[src/rtl/simon_if.sv]
// Game-side signal bundle for simon_sequencer.
// The slave modport is the sequencer's view. The master modport is the
// surrounding system's view: buttons, LFSR, LEDs and status display.
interface simon_if;
    logic       start;
    logic [3:0] btn_pressed;
    logic [1:0] rnd_color;
    logic       rnd_step;
    logic [1:0] led_color;
    logic       led_enable;
    logic [6:0] level;
    logic       busy;
    logic       lose;
    logic       win;

    modport slave (
        input  start, btn_pressed, rnd_color,
        output rnd_step, led_color, led_enable, level, busy, lose, win
    );

    modport master (
        output start, btn_pressed, rnd_color,
        input  rnd_step, led_color, led_enable, level, busy, lose, win
    );
endinterface

[src/rtl/simon_sequencer.sv]
// Simon memory-game sequencer.
// Each round grows the pattern by one random color and plays the whole
// pattern back on the LED. The player must then repeat it on the four buttons.
// Optional feature macro SIMON_TIMEOUT_EN: when it is defined, the player
// loses if no button is pressed for TIMEOUT_TICKS consecutive cycles while
// the sequencer is waiting for an entry.
module simon_sequencer #(
    parameter int MAX_LEN       = 32,
    parameter int STEP_TICKS    = 50000000,
    parameter int GAP_TICKS     = 25000000,
    parameter int TIMEOUT_TICKS = 500000000
) (
    input  logic    clk,
    input  logic    reset,
    simon_if.slave  bus
);

    localparam int IDX_W   = $clog2(MAX_LEN);
    localparam int TMR_MAX = (STEP_TICKS > GAP_TICKS) ? STEP_TICKS : GAP_TICKS;
    localparam int TMR_W   = $clog2(TMR_MAX + 1);
    localparam int ECHO_W  = $clog2(STEP_TICKS + 1);

    localparam logic [TMR_W-1:0]  STEP_LAST = TMR_W'(STEP_TICKS - 1);
    localparam logic [TMR_W-1:0]  GAP_LAST  = TMR_W'(GAP_TICKS - 1);
    localparam logic [ECHO_W-1:0] ECHO_INIT = ECHO_W'(STEP_TICKS);
    localparam logic [6:0]        MAX_LEVEL = 7'(MAX_LEN);

    // Reject parameter sets the datapath widths cannot represent.
    if (MAX_LEN < 2 || MAX_LEN > 64 || STEP_TICKS < 1 || GAP_TICKS < 1 ||
        TIMEOUT_TICKS < 1) begin : g_bad_params
        $error("simon_sequencer: illegal parameter value");
    end

    typedef enum logic [2:0] {
        S_IDLE,
        S_APPEND,
        S_SIMON_PLAY,
        S_SIMON_REST,
        S_PLAYER_WAIT,
        S_PLAYER_CHECK,
        S_LOSE,
        S_WIN
    } state_t;

    state_t            state_q, state_d;
    logic [6:0]        level_q, level_d;
    logic [6:0]        idx_q, idx_d;
    logic [TMR_W-1:0]  timer_q, timer_d;
    logic [3:0]        press_q, press_d;
    logic [ECHO_W-1:0] echo_cnt_q, echo_cnt_d;
    logic [1:0]        echo_col_q, echo_col_d;
    logic [1:0]        pattern_q [MAX_LEN];
    logic [3:0]        expect_onehot;

`ifdef SIMON_TIMEOUT_EN
    localparam int              TO_W    = $clog2(TIMEOUT_TICKS + 1);
    localparam logic [TO_W-1:0] TO_LAST = TO_W'(TIMEOUT_TICKS - 1);
    logic [TO_W-1:0] to_cnt_q, to_cnt_d;
`endif

    // Lowest set bit wins; only used for the echo color, since a
    // multi-bit press loses anyway.
    function automatic logic [1:0] btn_color(input logic [3:0] b);
        logic [1:0] c;
        c = 2'd0;
        if (b[0])      c = 2'd0;
        else if (b[1]) c = 2'd1;
        else if (b[2]) c = 2'd2;
        else if (b[3]) c = 2'd3;
        return c;
    endfunction

    // Next-state logic: game flow, round bookkeeping, phase timers and echo.
    always_comb begin
        state_d    = state_q;
        level_d    = level_q;
        idx_d      = idx_q;
        timer_d    = '0;
        press_d    = press_q;
        echo_cnt_d = (echo_cnt_q != '0) ? echo_cnt_q - 1'b1 : '0;
        echo_col_d = echo_col_q;
`ifdef SIMON_TIMEOUT_EN
        to_cnt_d   = '0;
`endif
        expect_onehot = 4'b0001 << pattern_q[idx_q[IDX_W-1:0]];

        case (state_q)
            S_IDLE, S_LOSE, S_WIN: begin
                if (bus.start) begin
                    state_d = S_APPEND;
                    level_d = '0;
                end
            end
            S_APPEND: begin
                level_d = level_q + 7'd1;
                idx_d   = '0;
                state_d = S_SIMON_PLAY;
            end
            S_SIMON_PLAY: begin
                if (timer_q == STEP_LAST) state_d = S_SIMON_REST;
                else                      timer_d = timer_q + 1'b1;
            end
            S_SIMON_REST: begin
                if (timer_q == GAP_LAST) begin
                    if ((idx_q + 7'd1) < level_q) begin
                        idx_d   = idx_q + 7'd1;
                        state_d = S_SIMON_PLAY;
                    end else begin
                        idx_d   = '0;
                        state_d = S_PLAYER_WAIT;
                    end
                end else begin
                    timer_d = timer_q + 1'b1;
                end
            end
            S_PLAYER_WAIT: begin
                if (bus.btn_pressed != 4'b0000) begin
                    press_d    = bus.btn_pressed;
                    echo_cnt_d = ECHO_INIT;
                    echo_col_d = btn_color(bus.btn_pressed);
                    state_d    = S_PLAYER_CHECK;
                end
`ifdef SIMON_TIMEOUT_EN
                else if (to_cnt_q == TO_LAST) begin
                    state_d = S_LOSE;
                end else begin
                    to_cnt_d = to_cnt_q + 1'b1;
                end
`endif
            end
            S_PLAYER_CHECK: begin
                // A multi-bit press can never equal the one-hot expectation.
                if (press_q == expect_onehot) begin
                    idx_d = idx_q + 7'd1;
                    if ((idx_q + 7'd1) == level_q)
                        state_d = (level_q == MAX_LEVEL) ? S_WIN : S_APPEND;
                    else
                        state_d = S_PLAYER_WAIT;
                end else begin
                    state_d = S_LOSE;
                end
            end
            default: state_d = S_IDLE;
        endcase

        // The echo only belongs to the entry phase; drop it when leaving.
        if (state_d != S_PLAYER_WAIT && state_d != S_PLAYER_CHECK)
            echo_cnt_d = '0;
    end

    // Control registers with synchronous active-low reset.
    always_ff @(posedge clk) begin
        if (!reset) begin
            state_q    <= S_IDLE;
            level_q    <= '0;
            idx_q      <= '0;
            timer_q    <= '0;
            press_q    <= '0;
            echo_cnt_q <= '0;
            echo_col_q <= '0;
`ifdef SIMON_TIMEOUT_EN
            to_cnt_q   <= '0;
`endif
        end else begin
            state_q    <= state_d;
            level_q    <= level_d;
            idx_q      <= idx_d;
            timer_q    <= timer_d;
            press_q    <= press_d;
            echo_cnt_q <= echo_cnt_d;
            echo_col_q <= echo_col_d;
`ifdef SIMON_TIMEOUT_EN
            to_cnt_q   <= to_cnt_d;
`endif
        end
    end

    // Pattern store: one new color per round, never cleared by reset.
    always_ff @(posedge clk) begin
        if (state_q == S_APPEND)
            pattern_q[level_q[IDX_W-1:0]] <= bus.rnd_color;
    end

    // Output decode from the registered state.
    always_comb begin
        bus.rnd_step   = 1'b0;
        bus.led_enable = 1'b0;
        bus.led_color  = 2'd0;
        bus.level      = level_q;
        bus.busy       = 1'b1;
        bus.lose       = 1'b0;
        bus.win        = 1'b0;
        case (state_q)
            S_IDLE: bus.busy = 1'b0;
            S_APPEND: bus.rnd_step = 1'b1;
            S_SIMON_PLAY: begin
                bus.led_enable = 1'b1;
                bus.led_color  = pattern_q[idx_q[IDX_W-1:0]];
            end
            S_PLAYER_WAIT, S_PLAYER_CHECK: begin
                bus.led_enable = (echo_cnt_q != '0);
                bus.led_color  = echo_col_q;
            end
            S_LOSE: begin
                bus.busy = 1'b0;
                bus.lose = 1'b1;
            end
            S_WIN: begin
                bus.busy = 1'b0;
                bus.win  = 1'b1;
            end
            default: ;
        endcase
    end

endmodule

[src/flat_wrapper.sv]
// flat-port wrapper written by rule: the top's interface ports become plain ports
module simon_sequencer_flat 
#(
    parameter int MAX_LEN       = 32,
    parameter int STEP_TICKS    = 50000000,
    parameter int GAP_TICKS     = 25000000,
    parameter int TIMEOUT_TICKS = 500000000
)
  (clk, reset, bus_start, bus_btn_pressed, bus_rnd_color, bus_rnd_step, bus_led_color, bus_led_enable, bus_level, bus_busy, bus_lose, bus_win);
  simon_if bus_i ();
  input  logic clk;
  input  logic reset;
  input wire logic [$bits(bus_i.start)-1:0] bus_start;
  input wire logic [$bits(bus_i.btn_pressed)-1:0] bus_btn_pressed;
  input wire logic [$bits(bus_i.rnd_color)-1:0] bus_rnd_color;
  output wire logic [$bits(bus_i.rnd_step)-1:0] bus_rnd_step;
  output wire logic [$bits(bus_i.led_color)-1:0] bus_led_color;
  output wire logic [$bits(bus_i.led_enable)-1:0] bus_led_enable;
  output wire logic [$bits(bus_i.level)-1:0] bus_level;
  output wire logic [$bits(bus_i.busy)-1:0] bus_busy;
  output wire logic [$bits(bus_i.lose)-1:0] bus_lose;
  output wire logic [$bits(bus_i.win)-1:0] bus_win;
  assign bus_i.start = bus_start;
  assign bus_i.btn_pressed = bus_btn_pressed;
  assign bus_i.rnd_color = bus_rnd_color;
  assign bus_rnd_step = bus_i.rnd_step;
  assign bus_led_color = bus_i.led_color;
  assign bus_led_enable = bus_i.led_enable;
  assign bus_level = bus_i.level;
  assign bus_busy = bus_i.busy;
  assign bus_lose = bus_i.lose;
  assign bus_win = bus_i.win;
  simon_sequencer #(.MAX_LEN(MAX_LEN), .STEP_TICKS(STEP_TICKS), .GAP_TICKS(GAP_TICKS), .TIMEOUT_TICKS(TIMEOUT_TICKS)) u_core (.clk(clk), .reset(reset), .bus(bus_i));
endmodule
[config.mk]
export PLATFORM = sky130hd
export DESIGN_NAME = simon_sequencer_flat
export DESIGN_NICKNAME = d
export VERILOG_FILES = /design/src/rtl/simon_if.sv /design/src/rtl/simon_sequencer.sv /design/src/flat_wrapper.sv
export SDC_FILE = /design/constraint.sdc
export NUM_CORES = 1
export LEC_CHECK = 0
export ABC_AREA = 1
export CORE_AREA = 4 4 126 128
export DETAILED_ROUTE_END_ITERATION = 6
export DIE_AREA = 0 0 130 132
export PLACE_DENSITY = 0.74
export SLEW_MARGIN = 10
export SYNTH_ARGS = -nofsm -noshare
export SYNTH_HDL_FRONTEND = slang
export SYNTH_SLANG_ARGS = --single-unit
[constraint.sdc]
create_clock -name clk -period 2.39 [get_ports clk]
set_clock_uncertainty 0.05 [all_clocks]
set_input_delay 0.717 -clock clk [delete_from_list [all_inputs] [get_ports clk]]
set_output_delay 0.717 -clock clk [all_outputs]
set_load 0.005 [all_outputs]
* Yosys cells after proc, flatten, opt, wreduce, memory -nomap -nowiden
Memories as Yosys holds them, arrays and structs flattened. A register that Yosys moved wholly into a read port is not among the register bits.
Index checks and enable logic that the tools add are counted.
** Operators by class
- Shifts and indexed selects :: 1
- Mux-type cells :: 34
- Equality and inequality tests :: 17
- Reduce and logical (&&, ||, !) cells :: 12
- Add/sub/neg operators :: 4
- Magnitude comparators :: 1
- Bitwise logic cells :: 1
** Operator list (number)
- 26-bit 2-to-1 mux :: 5
- 26-bit case mux with 2 select lines :: 1
- 7-bit 2-to-1 mux :: 4
- 26-bit by 1-bit adder with 26-bit output (second input constant) :: 1
- 26-bit by 25-bit == test with 1-bit output (second input constant) :: 1
- 26-bit == test (second input constant) :: 1
- 26-bit nonzero test :: 1
- 26-bit by 1-bit subtractor with 26-bit output (second input constant) :: 1
- 3-bit 2-to-1 mux :: 8
- 7-bit case mux with 3 select lines :: 1
- 3-bit case mux with 6 select lines :: 1
- 7-bit by 1-bit adder with 7-bit output (second input constant) :: 2
- 7-bit case mux with 2 select lines :: 1
- 3-bit == test (second input constant) :: 4
- 5-bit 2-to-1 mux :: 2
- 2-bit 2-to-1 mux :: 4
- 7-bit by 6-bit == test with 1-bit output (second input constant) :: 1
- 7-bit == test :: 1
- 7-bit less-than comparator :: 1
- 3-bit by 2-bit == test with 1-bit output (second input constant) :: 2
- 2-bit by 1-bit != test with 1-bit output (second input constant) :: 3
- 3-bit != test (second input constant) :: 2
- 1-bit 2-to-1 mux :: 5
- 4-bit == test :: 1
- 14 further kinds :: 16
** Word-level totals
- Register bits after elaboration :: 75
- Word-level logic and storage cells :: 78
- Memories :: 1
- Output and inout bits :: 14
- Memory bits (writable) :: 64
** Memory list
- u_core.pattern_q :: words 32, bits a word 2, read ports 1, clocked after Yosys merged registers in 1, write ports 1, RTL line simon_sequencer.sv:52 : logic [1:0] pattern_q [MAX_LEN];

* Logic depth before layout (Yosys ltp)
Gate-level depths: netlist of run 1.
- Depth in word-level cells :: 8
- Mapped depth :: 23
- Mapped depth without buffers :: 20

* Worst setup path after synthesis of run 1
Ideal clock, no wire load.
- Path kind :: register to output
- From :: register u_core.echo_cnt_q[0]
- To :: output bus_led_enable
- Data required time :: 1.623 ns
- Cell stages (with the launch flop) :: 10
- Setup slack :: -0.246 ns
- Data arrival time :: 1.869 ns
- Cell sequence :: dfxtp_1 inv_1 ha_1 nand2_1 nor3_1 nor3b_2 nand3_1 nor4_1 clkbuf_1 o21ai_0
** Between the ends
- Cells in the longest elaborated chain, start to end :: 2
** RTL lines
- start, declared :: RTL line simon_sequencer.sv:50 : logic [ECHO_W-1:0] echo_cnt_q, echo_cnt_d;
- start signal, assigned :: RTL line simon_sequencer.sv:170 : echo_cnt_q <= echo_cnt_d;
- 26-bit nonzero test :: RTL line simon_sequencer.sv:201 : bus.led_enable = (echo_cnt_q != '0);
- 1-bit case mux with 2 select lines :: RTL line simon_sequencer.sv:193 : case (state_q)
- end, declared :: RTL line flat_wrapper.sv:18 : output wire logic [$bits(bus_i.led_enable)-1:0] bus_led_enable;
Every way passes these cells.

* Final worst setup path of run 1
- From :: register u_core.idx_q[0]
- To :: register u_core.echo_cnt_q[4]
** Between the ends
- Cells in the longest elaborated chain, start to end :: 8
- Elaborated cells on any way between the ends :: 12
** RTL lines
- start, declared :: RTL line simon_sequencer.sv:47 : logic [6:0] idx_q, idx_d;
- start signal, assigned :: RTL line simon_sequencer.sv:167 : idx_q <= idx_d;
- 7-bit by 1-bit adder with 7-bit output (*) :: RTL line simon_sequencer.sv:105, simon_sequencer.sv:135
- 7-bit less-than comparator / 7-bit == test (equally long branches) :: RTL line simon_sequencer.sv:105, simon_sequencer.sv:135
- 3-bit 2-to-1 mux (on tied branches) :: RTL line simon_sequencer.sv:105, simon_sequencer.sv:135
- 3-bit 2-to-1 mux (on tied branches) :: RTL line simon_sequencer.sv:104, simon_sequencer.sv:133
- 3-bit case mux with 6 select lines (*) :: RTL line simon_sequencer.sv:87 : case (state_q)
- 3-bit != test :: RTL line simon_sequencer.sv:147 : if (state_d != S_PLAYER_WAIT && state_d != S_PLAYER_CHECK)
- 1-bit logical AND (*) :: RTL line simon_sequencer.sv:147
- 2-bit OR reduction (no source line) (*)
Mark *: on every way between the ends. The rest lies on a longest branch, timed or not.
A chain may end at the register's enable or synchronous reset.

==> results of run 1 <==
[area by class of cell]
type / count / area (µm²) / share of cell area, %
inverter: 88 / 349 / 3.56
sequential: 144 / 3550 / 36.2
multi-input combinational: 626 / 3890 / 39.6
clock buffer: 20 / 468 / 4.77
timing repair buffer: 136 / 1220 / 12.4
tap: 188 / 235 / 2.40
clock inverter: 12 / 109 / 1.11
[sequential cells by signal, summed over array words and instances (netlist names), named ones only]
register / count
u_core.pattern_q: 64
u_core.echo_cnt_q: 26
u_core.press_q: 4
u_core.state_q: 3
u_core.idx_q: 7
u_core.timer_q: 26
u_core.bus.level: 7
u_core.echo_col_q: 2
[cells in the mapped netlist (all sizes together), types with 2 or more instances]
master / count / area share, %
a211oi: 5 / 0.52
a21oi: 14 / 1.1
and2: 3 / 0.26
buf: 15 / 1.8
clkbuf: 6 / 0.31
dfxtp: 80 / 22
edfxtp: 64 / 27
ha: 17 / 2.9
inv: 88 / 4.6
nand2: 191 / 10
nand3: 87 / 6.2
nand4: 10 / 0.87
nor2: 170 / 10
nor3: 27 / 1.9
nor3b: 3 / 0.38
nor4: 7 / 0.61
o211ai: 2 / 0.21
o21ai: 29 / 2.0
o22ai: 3 / 0.26
or2: 8 / 0.69
xnor2: 13 / 1.6
xor2: 26 / 3.2
[worst register-to-register path: cells and delay by family (launching register included)]
family | cells | cell delay [ps]
buffers and inverters | 4 | 490
AOI/OAI and AO/OA | 2 | 350
and+or+nand+nor | 8 | 900
DFF | 1 | 380
adders and majority gates | 2 | 420
xor gates and xnor gates | 1 | 170
[metal layers]
metal	vias to the layer above	GRT usage, %	wire length [µm]
li1	3150	-	-
met1	3059	26.6	7710
met2	202	37.2	9820
met3	36	5.27	958
met4	0	8.83	464
met5	-	0	0
[per-stage QoR]
step	power, mW	worst slack [ps]
finish	8.09	-442
global route	8.47	-611
CTS	7.78	-487
detailed placement	4.68	-418
global placement	4.64	-371
floorplan	3.96	-93.8
[timing repair]
item | 4_1_cts | 5_1_grt
pin swaps | 34 | 47
cloned | 5 | 0
buffers inserted | 17 | 10
gates resized for setup | 143 | 82
setup endpoints to repair | 46 | 48
[cells by family (layout without fill, tap and decap cells)]
logic type                 after synthesis  count (layout)  share of synthesized area (%)
buffers and inverters                  109             256                           6.75
xor gates and xnor gates                39              39                           4.74
adders and majority gates               17              17                           2.95
DFF                                    144             144                           48.9
AOI/OAI and AO/OA                       61              61                           5.14
and+or+nand+nor                        509             509                           31.6
[final timing paths]
| path | start | slack [ps] | to | depth (start not counted) |
|---|---|---|---|---|
| setup / recovery | u_core.idx_q[0] | -440 | u_core.echo_cnt_q[4] | 17 |
| setup reg to reg | u_core.idx_q[0] | -440 | u_core.echo_cnt_q[4] | 17 |
| hold / removal | u_core.timer_q[0] | 390 | u_core.timer_q[0] | 1 |
| hold reg to reg | u_core.timer_q[0] | 390 | u_core.timer_q[0] | 1 |
[report_power, final]
| part | internal, mW | total, mW | switching [mW] |
|---|---|---|---|
| clock | 1.52 | 2.58 | 1.06 |
| sequential | 2.68 | 2.80 | 0.129 |
| combinational | 1.20 | 2.70 | 1.51 |
[cell usage in the layout (no fill, tap or decap), types with 10 or more instances in the layout]
cell,count
xnor2_1,13
clkbuf_16,18
dfxtp_1,69
ha_1,14
nand2_2,42
nand3_2,30
edfxtp_1,64
nand2_1,141
nand4_1,10
clkdlybuf4s50_1,15
nor3_1,19
nor2_2,16
nand3_1,50
nor2_4,20
inv_1,78
o21ai_0,18
nor2_1,134
xor2_1,23
buf_4,96
a21oi_1,10
==> summary.txt, run 1 <==
Pwr
  • Pwr dens: 824 nW/µm²
  • Maximum vdd drop: 0.000703 V
  • Leak pwr: 3.90 nW

Global route
  • Pin count of the biggest net entering global routing: 33
  • Vias in the first global route: 6384
  • Initial antenna violation count: 0
  • First-pass GRT wire length: 30.1 mm
  • Congestion Overflow GR: 0
  • Total track usage: 21.9%

Clocking
  • CTS buffer count: 17
  • Clock tree root driver cell: clkbuf_16
  • CTS H-tree lvls: 4
  • Post-CTS Hold Buffers: 0
  • Worst-path clk slew: roughly 60 ps
  • Clock Path Buffers: 2
  • Worst skew pair latency: 420 ps
  • CTS tree: done
  • Clock sinks: 144

Status
  • Status: finished with violations
  • Failing checks: negative setup slack

Synthesis
  • Number of synthesized flops with an enable pin: 64
  • Mapped Nets: 905
  • Post-Syn Area: 7210 µm²
  • Library cells used by synthesis: 43
  • Syn Inst Count: 879
  • Synthesized flop and latch total: 144
  • Syn. warnings: 0
  • Seq/Total Area, Yosys: 48.9%
  • Asr flop ratio synth: 0%
  • Syn Area/Cell: 8.20 µm²
  • Synth Flop Type: dfxtp_1

Timing
  • Tcrit/Tclk final: 119%
  • RSZ-0062 raised after global routing: yes
  • Final Max Slew Viols: 0
  • Final Hold Viols: 0
  • Hold_ws: 389 ps
  • Least-Margin Pin Slew: 624 ps
  • Final setup fails: 43
  • Setup TNS: -14860 ps
  • Fmax: 353 MHz
  • Max_slew headroom: ~58%
  • Final WS setup: -442 ps
  • Post-layout min period: 2830 ps

Routing
  • Drt drc: 0
  • DR vias/cell: 5.31
  • WL final: ~19 mm
  • Starting DRT DRC Count: 460
  • TritonRoute pass-1 iters: 5
  • Routed Antenna Nets: 0
  • Total vias in the final route: 6447
  • Wire per inst: 15.6 µm

Floorplan
  • Height of the die: approximately 130 µm
  • Die area: 17200 µm²
  • Core area: 14900 µm²
  • Initial Util: 48.5%
  • Row count: 45
  • Top Ports: 23
  • Die W: 130 µm

Setup path
  • CP max FO: 7
  • WS Path Type: reg -> reg
  • Crit-path cells: ha_4 -> nand3_4 -> nor3_4 -> xor2_2 -> ha_1 -> nand4_1 -> inv_2 -> buf_4 -> buf_4 -> nand4_1 -> nor3_2 -> a21oi_2 -> nand2_2 -> a21oi_4 -> nand3_4 -> buf_6 -> nor2_1
  • Data arrival time of the critical path: 3150 ps
  • Slowest CP cell: dfxtp_4
  • CP bufs+invs: 4
  • Crit. End Element: flip-flop
  • Worst path top cell family by delay: simple AND/OR/NAND/NOR gates
  • Critical Path Source Type: flip-flop
  • CP required: 2700 ps
  • Max incr delay on CP: 380 ps

Final layout
  • Layout cell share with drive strength beyond 1: 32.6%
  • Final Core Density: 66.0%
  • Design area: 9820 µm²
  • Area delta synth->final: 36.1%
  • NumNets Final: 1039
  • Final Instance Count excl. Fillers: ~1200
  • Ant diodes: 0
  • Layout filler cell count: 1082

Placed design
  • RePlAce Congestion: around 0.95
  • Placed cells: 1161
  • Quantity of I/O buffers inserted on ports: 22
  • DP HPWL: around 12 mm
  • Post-DP Area: ~8300 µm²

Hold path
  • Hold WC Path Type: reg -> reg

Job
  • Max Cap Viol: 0
Note: power is estimated with default switching activity, not from simulation.
==> run 2: changes to the inputs <==
- CORE_AREA: 4 4 126 128 -> 2 2 124 126
- DIE_AREA: 0 0 130 132 -> 0 0 126 128
==> run 2 against run 1 <==
  * The run still ends with negative setup slack left
  * Flip-flop and latch count unchanged
  * Register-to-register slack got worse by 150 ps
  * Clock power up 8.9%
  * Wire length is 3.7% higher
  * Critical endpoint is now u_core.echo_cnt_q[1]
==> summary.txt, run 2 (same netlist as run 1, synthesis figures left out) <==
Status
  • Status: finished with violations
  • Failing checks: negative setup slack

Global route
  • Vias in the first global route: 6562
  • Pin count of the biggest net entering global routing: 33
  • Initial antenna violation count: 0
  • Total track usage: 23.8%
  • First-pass GRT wire length: slightly above 30 mm
  • Congestion Overflow GR: 0

Setup path
  • WS Path Type: reg -> reg
  • Crit-path cells: inv_8 -> buf_12 -> buf_12 -> nand2_2 -> nand3_2 -> nand3_2 -> nand2_2 -> nand2_2 -> nand3_2 -> nand2_2 -> buf_4 -> nand2_1 -> nand2_1 -> nand2_1 -> nor2_2 -> nand2_2 -> nand2_2 -> nand2_2 -> a21oi_4 -> nand3_4 -> buf_12 -> buf_12 -> buf_12 -> nor2_1
  • Slowest CP cell: dfxtp_4
  • Critical Path Source Type: flip-flop
  • Crit. End Element: flip-flop
  • CP bufs+invs: 7
  • Max incr delay on CP: 440 ps
  • Worst path top cell family by delay: simple AND/OR/NAND/NOR gates
  • CP required: 2710 ps
  • Most used cell, CP: nand2_2
  • Data arrival time of the critical path: 3300 ps
  • CP max FO: 8

Timing
  • Max_slew headroom: 53.3%
  • Final WS setup: -593 ps
  • Least-Margin Pin Slew: 692 ps
  • Post-layout min period: slightly below 3000 ps
  • Final setup fails: 44
  • Final Max Slew Viols: 0
  • Final Hold Viols: 0
  • RSZ-0062 raised after global routing: yes
  • Fmax: 335 MHz
  • Tcrit/Tclk final: 125%
  • Hold_ws: 392 ps

Routing
  • Routed Antenna Nets: 0
  • Wire per inst: about 16 µm
  • Total vias in the final route: 6575
  • Starting DRT DRC Count: 495
  • WL final: 19.7 mm
  • DR vias/cell: 5.38
  • TritonRoute pass-1 iters: 5
  • Drt drc: 0

Placed design
  • Quantity of I/O buffers inserted on ports: 22
  • Worst slack, placed: -504 ps
  • RePlAce Congestion: 0.924
  • DP HPWL: 11.7 mm

Final layout
  • Layout filler cell count: 1075
  • Max FFs per register: 64
  • Commonest non-fill, non-tap cell in the layout: nand2_1
  • Final Core Density: roughly 66%
  • Area delta synth->final: 37.0%
  • NumNets Final: 1047
  • Commonest non-fill, non-tap cells in the layout: nand2_1 (148), nor2_1 (142), buf_4 (94), inv_1 (79), dfxtp_1 (72)
  • Layout cell share with drive strength beyond 1: a little under a third
  • Ant diodes: 0

Pwr
  • Sw power: 2.73 mW
  • Maximum vdd drop: 0.000713 V
  • Leak pwr: between 3 and 4 nW
  • Seq pwr share: 33.6%
  • Power Internal: between 5 and 6 mW
  • Comb pwr share: 32.7%
  • Pwr dens: 843 nW/µm²
  • Final Total Pwr: 8.33 mW
  • Net Sw Frac: 32.7%
  • Clock group share of total power: between 30% and 40%

Clocking
  • CTS tree: done
  • Post-CTS Hold Buffers: 0
  • Clock Path Buffers: 2
  • CTS buffer count: 17
  • Clock sinks: 144
  • Worst-path clk slew: 60 ps
  • Clock tree root driver cell: clkbuf_16
  • CTS H-tree lvls: 4
  • Worst skew pair latency: 430 ps

Hold path
  • Hold WC Path Type: reg -> reg

Floorplan
  • Core area: 14900 µm²
  • Initial Util: 48.5%
  • Top Ports: 23
  • Row count: 45
  • Die W: 126 µm
  • Height of the die: 128 µm
  • Die area: 16100 µm²

Job
  • Max Cap Viol: 0
## run 2: changes by cell type in the layout (fill, tap and decap cells not counted), moves of 3 or more
cell / change
dfxtp_1: +3
nand3_1: +4
nor2_4: -8
nand3_4: -4
nand2_1: +7
bufinv_16: +3
nor2_1: +8
buf_6: +5
buf_12: +3
nand2_2: -8
## run 2: cell type report
cell class | instances | area (µm²) | share of cell area [%]
clock buffer | 17 | 425 | 4.31
timing repair buffer | 144 | 1390 | 14.0
inverter | 88 | 344 | 3.48
clock inverter | 15 | 193 | 1.95
sequential | 144 | 3540 | 35.9
multi-input combinational | 626 | 3750 | 38.0
tap | 188 | 235 | 2.38
## run 2: what timing repair did
action | in CTS | in global routing
pin swaps | 58 | 15
gates resized for setup | 150 | 37
setup endpoints to repair | 47 | 50
setup buffers | 20 | 8
cloned | 5 | 1
## run 2: final timing paths
kind,startpoint,to,slack [ps],cells past startpoint
max,flip-flop,u_core.echo_cnt_q[1],-590,24
min,u_core.timer_q[0],u_core.timer_q[0],390,1
max reg2reg,flip-flop,u_core.echo_cnt_q[1],-590,24
min reg2reg,u_core.timer_q[0],u_core.timer_q[0],390,1
## run 2: worst reg2reg max path, cell delays in order, from the launching register on
cell and delay (ps):
dfxtp_4 440, inv_8 60, buf_12 140, buf_12 140
nand2_2 70, nand3_2 70, nand3_2 90, nand2_2 80
nand2_2 80, nand3_2 80, nand2_2 110, buf_4 130
nand2_1 70, nand2_1 100, nand2_1 70, nor2_2 160
nand2_2 80, nand2_2 80, nand2_2 60, a21oi_4 160
nand3_4 120, buf_12 150, buf_12 120, buf_12 120
nor2_1 80
## run 2: metrics by stage
step	setup TNS, ps	instance area [µm²]	std cells
5_1_grt	-25560	9880	1222
3_3_place_gp	-10420	8370	1165
6_report	-20220	9880	1222
4_1_cts	-13400	9660	1214
2_1_floorplan	-1840	7260	879
3_5_place_dp	-14540	8370	1165
## run 2: power groups by stage
| stage | sequential (mW) | clock [mW] | combinational, mW |
|---|---|---|---|
| floorplan | 2.78 | 0 | 1.18 |
| global placement | 2.80 | 0 | 1.86 |
| detailed placement | 2.80 | 0 | 1.91 |
| CTS | 2.77 | 2.82 | 2.39 |
| global route | 2.81 | 2.93 | 2.92 |
| finish | 2.80 | 2.81 | 2.73 |
## run 2: metal layers
metal  global-route usage, %  routed length [µm]
met5                       0                   0
met4                    12.4                 586
met3                    4.88                 945
met2                    43.6               10300
met1                    26.1                7830
